### src/rtl/cheshire_eoc_pkg.sv
// Shared types and constants for the Cheshire end-of-computation monitor.
// The FSM encoding is fixed because state_o is observed by external fixtures.
package cheshire_eoc_pkg;

    typedef enum logic [1:0] {
        EOC_IDLE    = 2'd0,
        EOC_RUN     = 2'd1,
        EOC_DONE    = 2'd2,
        EOC_TIMEOUT = 2'd3
    } eoc_state_e;

    // Bit 0 of a scratch write marks "finished"; the remaining bits carry the exit code.
    localparam int unsigned EocDoneBit = 0;

endpackage

### src/rtl/cheshire_eoc_monitor_if.sv
// Scratch-register write bus from the harts/preload paths into the EOC monitor.
// eoc_valid[i] is a single-cycle strobe with no back-pressure: the monitor samples
// eoc_data[i*CodeWidth +: CodeWidth] on every rising edge where eoc_valid[i] is high.
interface cheshire_eoc_monitor_if #(
    parameter int unsigned NumChannels = 4,
    parameter int unsigned CodeWidth   = 32
);
    logic [NumChannels-1:0]           eoc_valid;
    logic [NumChannels*CodeWidth-1:0] eoc_data;

    modport master (output eoc_valid, output eoc_data);
    modport slave  (input  eoc_valid, input  eoc_data);
endinterface

### src/rtl/cheshire_eoc_chan.sv
// One EOC channel: captures the first finishing write (bit 0 set) while enabled
// and masked, holding the done flag and exit code until the next arm or reset.
module cheshire_eoc_chan
    import cheshire_eoc_pkg::*;
#(
    parameter int unsigned CodeWidth = 32
) (
    input  logic                 clk_i,
    input  logic                 rst_i,
    input  logic                 clear_i,
    input  logic                 en_i,
    input  logic                 valid_i,
    input  logic [CodeWidth-1:0] data_i,
    input  logic                 mask_i,
    output logic                 done_o,
    output logic                 latch_o,
    output logic [CodeWidth-2:0] code_o
);

    logic                 done_q;
    logic [CodeWidth-2:0] code_q;

    // Arming takes priority so a write coinciding with start_i never leaks into the new run.
    assign latch_o = en_i & ~clear_i & valid_i & data_i[EocDoneBit] & mask_i & ~done_q;

    always_ff @(posedge clk_i) begin
        if (rst_i || clear_i) begin
            done_q <= 1'b0;
            code_q <= '0;
        end else if (latch_o) begin
            done_q <= 1'b1;
            code_q <= data_i[CodeWidth-1:1];
        end
    end

    assign done_o = done_q;
    assign code_o = code_q;

endmodule

### src/rtl/cheshire_eoc_monitor.sv
// EOC/watchdog monitor: per-channel exit-code capture, pass/fail aggregation,
// programmable cycle timeout and a saturating HSYNC falling-edge counter.
module cheshire_eoc_monitor
    import cheshire_eoc_pkg::*;
#(
    parameter int unsigned NumChannels  = 4,
    parameter int unsigned CodeWidth    = 32,
    parameter int unsigned TimeoutWidth = 32,
    parameter int unsigned SyncEdges    = 2,
    parameter int unsigned EdgeCntWidth = 16,
    localparam int unsigned FailWidth   = (NumChannels > 1) ? $clog2(NumChannels) : 1
) (
    input  logic                        clk_i,
    input  logic                        rst_i,
    input  logic                        start_i,
    input  logic [TimeoutWidth-1:0]     timeout_cycles_i,
    input  logic [NumChannels-1:0]      chan_mask_i,
    cheshire_eoc_monitor_if.slave       eoc_bus,
    input  logic                        hsync_i,
    output logic [1:0]                  state_o,
    output logic                        busy_o,
    output logic                        done_o,
    output logic                        timeout_o,
    output logic                        pass_o,
    output logic [CodeWidth-2:0]        exit_code_o,
    output logic [FailWidth-1:0]        fail_chan_o,
    output logic [NumChannels-1:0]      chan_done_o,
    output logic [EdgeCntWidth-1:0]     hsync_edges_o,
    output logic                        sync_seen_o
);

    typedef logic [CodeWidth-2:0] eoc_code_t;

    localparam logic [1:0] StIdle    = EOC_IDLE;
    localparam logic [1:0] StRun     = EOC_RUN;
    localparam logic [1:0] StDone    = EOC_DONE;
    localparam logic [1:0] StTimeout = EOC_TIMEOUT;

    logic [1:0]              state_q, state_d;
    logic [NumChannels-1:0]  mask_q;
    logic [TimeoutWidth-1:0] limit_q;
    logic [TimeoutWidth-1:0] cnt_q;
    logic [NumChannels-1:0]  chan_done;
    logic [NumChannels-1:0]  chan_latch;
    eoc_code_t               codes [NumChannels];
    logic                    run;
    logic                    complete;
    logic                    expire;

    assign run = (state_q == StRun);

    for (genvar i = 0; i < NumChannels; i++) begin : g_chan
        cheshire_eoc_chan #(
            .CodeWidth (CodeWidth)
        ) u_chan (
            .clk_i   (clk_i),
            .rst_i   (rst_i),
            .clear_i (start_i),
            .en_i    (run),
            .valid_i (eoc_bus.eoc_valid[i]),
            .data_i  (eoc_bus.eoc_data[i*CodeWidth +: CodeWidth]),
            .mask_i  (mask_q[i]),
            .done_o  (chan_done[i]),
            .latch_o (chan_latch[i]),
            .code_o  (codes[i])
        );
    end

    // Completion counts this cycle's latches so done_o rises with the last chan_done bit.
    assign complete = run && (((chan_done | chan_latch) & mask_q) == mask_q);
    assign expire   = run && (limit_q != '0) && (cnt_q == limit_q - TimeoutWidth'(1));

    always_comb begin
        state_d = state_q;
        if (start_i) begin
            state_d = (chan_mask_i == '0) ? StDone : StRun;
        end else if (run) begin
            if (complete) begin
                state_d = StDone;
            end else if (expire) begin
                state_d = StTimeout;
            end
        end
    end

    always_ff @(posedge clk_i) begin
        if (rst_i) begin
            state_q <= StIdle;
            mask_q  <= '0;
            limit_q <= '0;
            cnt_q   <= '0;
        end else begin
            state_q <= state_d;
            if (start_i) begin
                mask_q  <= chan_mask_i;
                limit_q <= timeout_cycles_i;
                cnt_q   <= '0;
            end else if (run && (cnt_q != '1)) begin
                cnt_q <= cnt_q + TimeoutWidth'(1);
            end
        end
    end

    // Lowest-index masked channel with a nonzero code is the one reported.
    logic           sel_found;
    eoc_code_t      sel_code;
    logic [FailWidth-1:0] sel_idx;

    always_comb begin
        sel_found = 1'b0;
        sel_code  = '0;
        sel_idx   = '0;
        for (int i = 0; i < NumChannels; i++) begin
            if (!sel_found && mask_q[i] && (codes[i] != '0)) begin
                sel_found = 1'b1;
                sel_code  = codes[i];
                sel_idx   = FailWidth'(i);
            end
        end
    end

    assign state_o     = state_q;
    assign busy_o      = (state_q == StRun);
    assign done_o      = (state_q == StDone);
    assign timeout_o   = (state_q == StTimeout);
    assign pass_o      = done_o & ~sel_found;
    assign exit_code_o = done_o ? sel_code : '0;
    assign fail_chan_o = done_o ? sel_idx : '0;
    assign chan_done_o = chan_done;

    // HSYNC liveness: counts in every state and survives re-arming.
    logic                    hs_q;
    logic [EdgeCntWidth-1:0] edge_q, edge_d;
    logic                    sync_q;

    always_comb begin
        edge_d = edge_q;
        if (hs_q && !hsync_i && (edge_q != '1)) begin
            edge_d = edge_q + EdgeCntWidth'(1);
        end
    end

    always_ff @(posedge clk_i) begin
        if (rst_i) begin
            hs_q   <= 1'b0;
            edge_q <= '0;
            sync_q <= 1'b0;
        end else begin
            hs_q   <= hsync_i;
            edge_q <= edge_d;
            sync_q <= (edge_d >= EdgeCntWidth'(SyncEdges));
        end
    end

    assign hsync_edges_o = edge_q;
    assign sync_seen_o   = sync_q;

endmodule

### src/flat_wrapper.sv
// flat-port wrapper written by rule: the top's interface ports become plain ports
module cheshire_eoc_monitor_flat import cheshire_eoc_pkg::*;
#(
    parameter int unsigned NumChannels  = 4,
    parameter int unsigned CodeWidth    = 32,
    parameter int unsigned TimeoutWidth = 32,
    parameter int unsigned SyncEdges    = 2,
    parameter int unsigned EdgeCntWidth = 16,
    localparam int unsigned FailWidth   = (NumChannels > 1) ? $clog2(NumChannels) : 1
)
  (clk_i, rst_i, start_i, timeout_cycles_i, chan_mask_i, hsync_i, state_o, busy_o, done_o, timeout_o, pass_o, exit_code_o, fail_chan_o, chan_done_o, hsync_edges_o, sync_seen_o, eoc_bus_eoc_valid, eoc_bus_eoc_data);
  cheshire_eoc_monitor_if #(.NumChannels(NumChannels), .CodeWidth(CodeWidth)) eoc_bus_i ();
  input  logic clk_i;
  input  logic rst_i;
  input  logic start_i;
  input  logic [TimeoutWidth-1:0] timeout_cycles_i;
  input  logic [NumChannels-1:0] chan_mask_i;
  input  logic hsync_i;
  output logic [1:0] state_o;
  output logic busy_o;
  output logic done_o;
  output logic timeout_o;
  output logic pass_o;
  output logic [CodeWidth-2:0] exit_code_o;
  output logic [FailWidth-1:0] fail_chan_o;
  output logic [NumChannels-1:0] chan_done_o;
  output logic [EdgeCntWidth-1:0] hsync_edges_o;
  output logic sync_seen_o;
  input wire logic [$bits(eoc_bus_i.eoc_valid)-1:0] eoc_bus_eoc_valid;
  input wire logic [$bits(eoc_bus_i.eoc_data)-1:0] eoc_bus_eoc_data;
  assign eoc_bus_i.eoc_valid = eoc_bus_eoc_valid;
  assign eoc_bus_i.eoc_data = eoc_bus_eoc_data;
  cheshire_eoc_monitor #(.NumChannels(NumChannels), .CodeWidth(CodeWidth), .TimeoutWidth(TimeoutWidth), .SyncEdges(SyncEdges), .EdgeCntWidth(EdgeCntWidth)) u_core (.clk_i(clk_i), .rst_i(rst_i), .start_i(start_i), .timeout_cycles_i(timeout_cycles_i), .chan_mask_i(chan_mask_i), .eoc_bus(eoc_bus_i), .hsync_i(hsync_i), .state_o(state_o), .busy_o(busy_o), .done_o(done_o), .timeout_o(timeout_o), .pass_o(pass_o), .exit_code_o(exit_code_o), .fail_chan_o(fail_chan_o), .chan_done_o(chan_done_o), .hsync_edges_o(hsync_edges_o), .sync_seen_o(sync_seen_o));
endmodule
### config.mk
export PLATFORM = sky130hd
export DESIGN_NAME = cheshire_eoc_monitor_flat
export DESIGN_NICKNAME = d
export VERILOG_FILES = /design/src/rtl/cheshire_eoc_pkg.sv /design/src/rtl/cheshire_eoc_monitor_if.sv /design/src/rtl/cheshire_eoc_chan.sv /design/src/rtl/cheshire_eoc_monitor.sv /design/src/flat_wrapper.sv
export SDC_FILE = /design/constraint.sdc
export NUM_CORES = 1
export LEC_CHECK = 0
export CAP_MARGIN = 30
export CORE_ASPECT_RATIO = 0.75
export CORE_UTILIZATION = 45
export CTS_BUF_LIST = sky130_fd_sc_hd__clkbuf_8
export DETAILED_ROUTE_END_ITERATION = 8
export PLACE_DENSITY = 0.72
export SLEW_MARGIN = 5
export SYNTH_ARGS = -nofsm -noshare
export SYNTH_HDL_FRONTEND = slang
export SYNTH_SLANG_ARGS = --single-unit
### constraint.sdc
create_clock -name clk_i -period 3.1 [get_ports clk_i]
set_clock_uncertainty 0.05 [all_clocks]
set_input_delay 0.31 -clock clk_i [delete_from_list [all_inputs] [get_ports clk_i]]
set_output_delay 0.31 -clock clk_i [all_outputs]
set_load 0.05 [all_outputs]
==> metrics list, run 1 <==
* Class of the tightest hold or removal check: in2reg
* TritonCTS clock tree: yes
* Final Cell Area: 0.01516 mm^2
- STA puts the critical path data required time at 2740 ps.
- Violations in the final reports: negative setup slack
* Root Buffer Master: sky130_fd_sc_hd__clkbuf_8
* Count of fill cells added during filler insertion: 1,943
- The critical path is of the reg2out type.
- Of the total power, the share spent switching nets is 0.2500.
- Total of endpoints with negative setup slack in the final report: 6
- Total routing usage reported by global routing: 0.2824
- Summed over all cells, the static leakage comes to 4.998 nW.
- Fin worst setup slack: -42.52 ps
* Placeable core region: 0.02324 mm^2
* Residual overflow from global routing: 0
* Ys Warns: 0
- Yosys mapped a number of flops with a built-in enable equal to 0.
- Post-synthesis to final-layout area growth: 40.68%
- Detailed-route vias per instance: 5.636
- The synthesized design contains 216 register bits.
- Die ar.: 0.02457 mm^2
- Net Count, Synth: 1,565
* Nets@finish: 1,793
- Final Max Slew Viols: 0
* Crit-path max FO: 5
- Area of placed instances: 0.01375 mm^2
- The number of clock buffers added by TritonCTS is 36.
- The tool flagged a number of max-cap violations equal to 0.
- Fraction of registers with async set/reset: 0
- Worst Setup End Kind: output port
- Dominant synthesized flop cell: sky130_fd_sc_hd__dfxtp_1
- Maximum number of pins on one net before global-route repair: 65
- The initial antenna violation count was 3.
- Areal power density over the cells: 398.8 mW/mm^2
- During I/O placement, the number of pins put on the boundary was 232.
* Category of the worst setup path launch point: register
- The worst hold path passes through 3 cells.
* F_max: 0.3182 GHz
- The clock passes through at most 3 buffers.
- Post-Synthesis Cells: 1,390
* Final hold viol count: 0
- Port bufs: 231
- The internal power of the cells totals 4.534 mW.
- Transition time of the tightest slew-check pin: 591.0 ps
- The routed design could run at a clock period as short as 3143 ps.
- Ranked by total cell area, the synthesized netlist is headed by sky130_fd_sc_hd__dfxtp_1 40%, sky130_fd_sc_hd__nand2_1 9.0%, sky130_fd_sc_hd__mux2i_1 6.6%.
* Number of distinct library cells after synthesis: 60
- Height of the die: 136.0 um
- The final layout contains routed wiring with a total length of 36,600 um.
* Register share of total power: 0.473
- First-pass iteration count of the detailed router: 5
- Routability-driven placement finished with a final weighted congestion of 0.9810.
- Of the cells placed in the final design, the portion with a size suffix greater than 1 is 0.1555.
- Clock-pin slew was measured on the worst setup and hold paths at 70 ps.
* Number of cells traversed by the worst register-to-register path: 7
- Headroom to the max-slew limit came out at 0.6024.
* Maximum level of the CTS H-tree: 2
- The flow ran to the end, but the final reports show violations.
- The first global-routing pass estimated 54,650 um of wire.
* Total Negative Setup Slacks: -84.20 ps
- Proportion of synthesized chip area in sequential cells: 0.4013
* Number of design-rule violations left by the first detailed-router iteration: 1,307
- Most frequent cells after synthesis: 259 x sky130_fd_sc_hd__nand2_1, 216 x sky130_fd_sc_hd__dfxtp_1, 141 x sky130_fd_sc_hd__nor2_1, 138 x sky130_fd_sc_hd__a21oi_1, 74 x sky130_fd_sc_hd__clkbuf_1
- The final route contains 10,940 vias.
- Hpwl dp: 26,500 um
- After synthesis, the mean cell area works out to 7.752 um^2.
- For this run, design rule violations remaining after detail routing come to 0.
- Clock tree synthesis found a total of 216 sinks.
* Total standard cell area after synthesis: 0.01078 mm^2
* Average routed wire per standard cell: 18.86 um
- Area share of the largest cell type after synthesis: 0.4013
* Highest ir drop seen on vdd: 0.3073 mV
- Of the total power, combinational logic draws 0.112.
* Unrepaired setup endpoints after global routing: yes
* Yosys top cell by area: sky130_fd_sc_hd__dfxtp_1
- Antenna Nets Post-Route: 0
- Clock latency on the worst-skew pair, taken at its later pin, is 530 ps.
- The most common cell in the synthesized netlist is sky130_fd_sc_hd__nand2_1.
* Site row count: 48
- The via count of the first global-routing pass is 9,772.
* Sw Pwr: 1.511 mW
- Clock network fraction of design power: 0.414
- For this configuration, the core starts out at a cell density of 0.4636.
- For the worst setup path, the data arrival time is 2780 ps.
- Measured along the x axis, the die boundary spans 180.7 um.
- The design draws 6.046 mW.
* Share of the clock period used by the worst path after layout: 1.014
-- sequential cells by signal (all words and copies together) (netlist names) --
signal                       cells
u_core.cnt_q                    32
u_core.g_chan.u_chan.code_o    124
u_core.g_chan.u_chan.done_o      4
u_core.hs_q                      1
u_core.hsync_edges_o            16
u_core.limit_q                  32
u_core.mask_q                    4
u_core.state_o                   2
u_core.sync_seen_o               1
-- per-layer routing --
| layer | global-route usage | vias to the layer above | wire length, um |
|---|---|---|---|
| li1 | - | 5267 | - |
| met1 | 0.4277 | 5057 | 17500 |
| met2 | 0.3893 | 547 | 14880 |
| met3 | 0.06858 | 65 | 3518 |
| met4 | 0.07692 | 4 | 675 |
| met5 | 0 | - | 24 |
-- power by group through the flow --
stage | registers, mW | clock network (mW) | logic, mW
6_report | 2.86 | 2.50 | 0.679
5_1_grt | 2.87 | 2.70 | 0.726
4_1_cts | 2.86 | 2.55 | 0.664
3_5_place_dp | 2.92 | 0 | 0.658
3_3_place_gp | 2.92 | 0 | 0.650
2_1_floorplan | 2.91 | 0 | 0.316
-- metrics by stage --
step	std cells	hold slack (ps)	setup slack, ps	util
2_1_floorplan	1390	388.2	11.26	-
3_3_place_gp	1864	404.7	328.7	0.5916
3_5_place_dp	1864	410.8	275.9	0.5916
4_1_cts	1924	146.2	-84.88	0.6260
5_1_grt	1941	181.6	-135.1	0.6522
6_report	1941	177.2	-42.52	0.6522
-- area by class of cell --
class                           instances  area, um^2  area share
Sequential cell                       216        4333      0.2858
Timing Repair Buffer                  277        3199      0.2111
Tap cell                              300       375.4     0.02476
Clock buffer                           44       605.6     0.03995
Multi-Input combinational cell       1045        6382      0.4210
Clock inverter                         16       102.6    0.006768
Inverter                               42       157.7     0.01040
Antenna cell                            1       2.502   0.0001651
-- cell usage in the layout (no fill, tap or decap), drive strengths merged, types with 9 or more instances in the layout --
cell / instances
nand2: 259
dfxtp: 216
clkdlybuf4s50: 195
nor2: 141
a21oi: 138
buf: 76
mux2i: 71
xnor2: 65
nand3: 65
nor4: 52
clkbuf: 50
inv: 47
o21ai: 39
nor3: 38
o211ai: 29
nand4: 25
xor2: 25
clkinv: 10
or2: 9
-- kinds of logic after synthesis --
logic type / after synthesis / share of synthesized area
AND/OR/NAND/NOR: 644 / 0.2812
AO/OA/AOI/OAI: 237 / 0.1271
flip-flops: 216 / 0.4013
buffers and inverters: 129 / 0.04772
XOR/XNOR: 90 / 0.07315
multiplexers: 71 / 0.06595
adder cells (fa/ha/maj): 3 / 0.003484
-- path summary, 6_finish.rpt --
kind	startpoint	end	slack, ps
max	u_core.g_chan[0].u_chan.code_o[0]	exit_code_o[15]	-40
min	start_i	u_core.state_o[0]	180
max reg2reg	u_core.limit_q[4]	u_core.state_o[1]	340
min reg2reg	u_core.g_chan[0].u_chan.code_o[19]	u_core.g_chan[0].u_chan.code_o[19]	430
-- critical path: stages, from the launching register on --
cell and delay, ps:
sky130_fd_sc_hd__dfxtp_1 340, sky130_fd_sc_hd__nor4_2 310, sky130_fd_sc_hd__nand4_1 240, sky130_fd_sc_hd__o21ai_4 240, sky130_fd_sc_hd__nand2_2 110, sky130_fd_sc_hd__nor3_4 230
sky130_fd_sc_hd__buf_6 170, sky130_fd_sc_hd__buf_12 120, sky130_fd_sc_hd__a22oi_2 70, sky130_fd_sc_hd__a21oi_2 260, sky130_fd_sc_hd__buf_12 170
-- repair_timing --
| item | 4_1_cts | 5_1_grt |
|---|---|---|
| hold buffers | 0 | 0 |
| setup buffers | 0 | 8 |
| resized for setup | 28 | 112 |
| gates cloned | 0 | 8 |
| pin swaps | 14 | 44 |
| setup endpoints to repair | 34 | 34 |
No activity file was read; power rests on OpenSTA's default activity.
==> inputs of run 2 (changes only) <==
CTS_CLUSTER_DIAMETER = 120   (was unset)
==> results of run 2 <==
Final layout, timing and power as in run 1 (identical DEF).
==> inputs of run 3 (changes only) <==
SKIP_CTS_REPAIR_TIMING = 1   (was unset)
==> metrics list, run 3 (same netlist as run 1, synthesis figures left out) <==
- Antenna violations before repair: 3
- For this run, the total global-route usage over all layers was measured as 0.2818.
* Maximum number of pins on one net before global-route repair: 65
* Final Cell Area: 0.01506 mm^2
- Vias in the first global route: 9,745
- In the final routed layout, each cell accounts on average for 18.85 um.
- Gate family responsible for the most delay along the worst path: simple AND/OR/NAND/NOR gates
* Areal power density over the cells: 401.5 mW/mm^2
* First-pass iteration count of the detailed router: 6
* Area of placed instances: 0.01375 mm^2
- Transition time of the tightest slew-check pin: 640.3 ps
- Total Negative Setup Slacks: -92.58 ps
- Setup violations remaining at the end of the flow were counted as 7.
- The number of clock buffers added by TritonCTS is 36.
* Max reg flops: 124
* Maximum count of clock buffers along a single path: 3
- Die ar.: 0.02457 mm^2
* Wire length on met3: 3938 um
- In this run, the number of DRC markers left after iteration 0 of detailed routing was 1,286.
* Leakage power figure: 4.975 nW
- Leaving out filler cells and counting taps, the final layout contains 1,938.
- Minimum clock period: 3145 ps
- Once routing completed, OpenROAD measured the worst setup slack at -45.49 ps.
- The die is 136.0 um tall.
- The H-tree was split into 2 levels.
- Max-cap viol count: 0
- Port bufs: 231
* Routed length on met1: 17,090 um
* Fraction of layout cells with a size suffix above 1: 0.1478
- Including well taps, the total number of placed cells is 1,864.
* Most Frequent Cell on Critical Path: sky130_fd_sc_hd__buf_12
* Clk sinks: 216
- The detail route stage leaves a number of antenna-violating nets equal to 0.
- Remaining routing DRC violations: 0
- Vias post-DR: 10,970
* Critical Path, Cell by Cell: nor4_1 > nand4_1 > o21ai_4 > nand2_2 > nor3_4 > buf_12 > clkbuf_16 > a22oi_2 > a21oi_2 > buf_12
- After clock tree synthesis, the clock-pin slew on the worst setup and hold paths is 70 ps.
- The library cell used most frequently in the layout, excluding fill and tap cells, is sky130_fd_sc_hd__nand2_1.
* Site row count: 48
- The slowest stage of the critical path is the sky130_fd_sc_hd__nor4_1 cell.
* Crit path buf inv count: 3
- The final number of max-transition violations came to 0.
* Die width: 180.7 um
- In this design, the stage delay of the slowest critical-path cell is 330 ps.
- In the detailed route, the total length drawn on met2 is 14,740 um.
- Nets@finish: 1,790
- Total Power Consumption: 6.046 mW
* Global-route wire length before repair: 54,480 um
- Arrival time reported for the critical path endpoint: 2790 ps
- Root Buffer Master: sky130_fd_sc_hd__clkbuf_8
- Hpwl dp: 26,500 um
* Worst setup path class: reg2out
* Critical path required time: 2740 ps
* Final hold viol count: 0
- Class of the tightest hold or removal check: in2reg
- The initial utilization of the core area, before any placement, comes to 0.4636.
- For the worst-skew pair, the clock arrives at the later sink with an insertion delay of 530 ps.
- The total area inside the core boundary comes to 0.02324 mm^2.
- TritonCTS clock tree: yes
- Share of the clock period used by the worst path after layout: 1.015
- The checks that failed: negative setup slack.
- Weighted congestion at the end of routability-driven global placement: 0.9810
- Unrepaired setup endpoints after global routing: yes
* Max-slew headroom at the worst pin: 0.5692
* Outcome: finished, violations left
- VDD sags by at most 0.3071 mV.
- Derived from the worst setup path, the maximum achievable clock frequency is 0.3179 GHz.
- After detailed routing, the number of vias per cell comes to 5.660.
- Worst Setup End Kind: output port
* Top sig layer: met5
* Ports placed on the boundary: 232
- Along the worst path, the maximum fanout reaches 5.
- Once layout is complete, the utilization of the core stands at 0.6478.
- Summed over all layers, the routed wires come to 36,540 um.
* Top library cells by usage in the layout, fill and taps aside: 246 x sky130_fd_sc_hd__nand2_1, 204 x sky130_fd_sc_hd__dfxtp_1, 195 x sky130_fd_sc_hd__clkdlybuf4s50_1, 135 x sky130_fd_sc_hd__nor2_1, 105 x sky130_fd_sc_hd__a21oi_1
- Post-synthesis to final-layout area growth: 39.73%
- Residual overflow from global routing: 0
* Category of the worst setup path launch point: register
==> run 3: cell types whose count changed in the layout (fill, tap and decap cells not counted), sizes merged <==
cell    change
buf         -2
clkbuf      -1
==> run 3: worst register-to-register path: stages, from the launching register on <==
cell	delay, ps
sky130_fd_sc_hd__dfxtp_1	380
sky130_fd_sc_hd__or4_4	550
sky130_fd_sc_hd__nor4_4	510
sky130_fd_sc_hd__nand3_1	160
sky130_fd_sc_hd__xnor2_1	190
sky130_fd_sc_hd__nor3_1	430
sky130_fd_sc_hd__o2111ai_1	170
sky130_fd_sc_hd__o31ai_1	250
==> run 3: path summary, 6_finish.rpt <==
path,start,endpoint,slack (ps),depth (start not counted)
setup reg to reg,u_core.limit_q[4],u_core.state_o[1],350,7
hold / removal,start_i,u_core.state_o[0],170,3
setup / recovery,u_core.g_chan[0].u_chan.code_o[19],exit_code_o[15],-50,10
hold reg to reg,u_core.g_chan[1].u_chan.code_o[1],u_core.g_chan[1].u_chan.code_o[1],420,2
==> run 3: layer usage <==
layer / global-route usage / up-vias
met5: 0 / -
met4: 0.07740 / 4
met3: 0.07179 / 77
met2: 0.3867 / 594
met1: 0.4259 / 5039
li1: - / 5256
==> run 3: metrics by stage <==
stage / hold WS, ps / setup slack [ps]
after floorplan: 388.2 / 11.26
after global placement: 404.7 / 328.7
after detailed placement: 410.8 / 275.9
after CTS: 146.2 / -266.4
after global routing: 181.6 / -144.9
final: 170.7 / -45.49
==> run 3: report_power, final <==
part / total [mW] / internal [mW] / switching, mW
combinational: 0.677 / 0.356 / 0.321
clock: 2.51 / 1.37 / 1.14
sequential: 2.86 / 2.81 / 0.0532
==> run 3: cell type report <==
cell class | instances | area (um^2)
Antenna cell | 1 | 2.502
Clock buffer | 44 | 605.6
Clock inverter | 16 | 102.6
Fill cell | 1962 | 8185
Inverter | 42 | 157.7
Multi-Input combinational cell | 1045 | 6317
Sequential cell | 216 | 4342
Tap cell | 300 | 375.4
Timing Repair Buffer | 274 | 3154
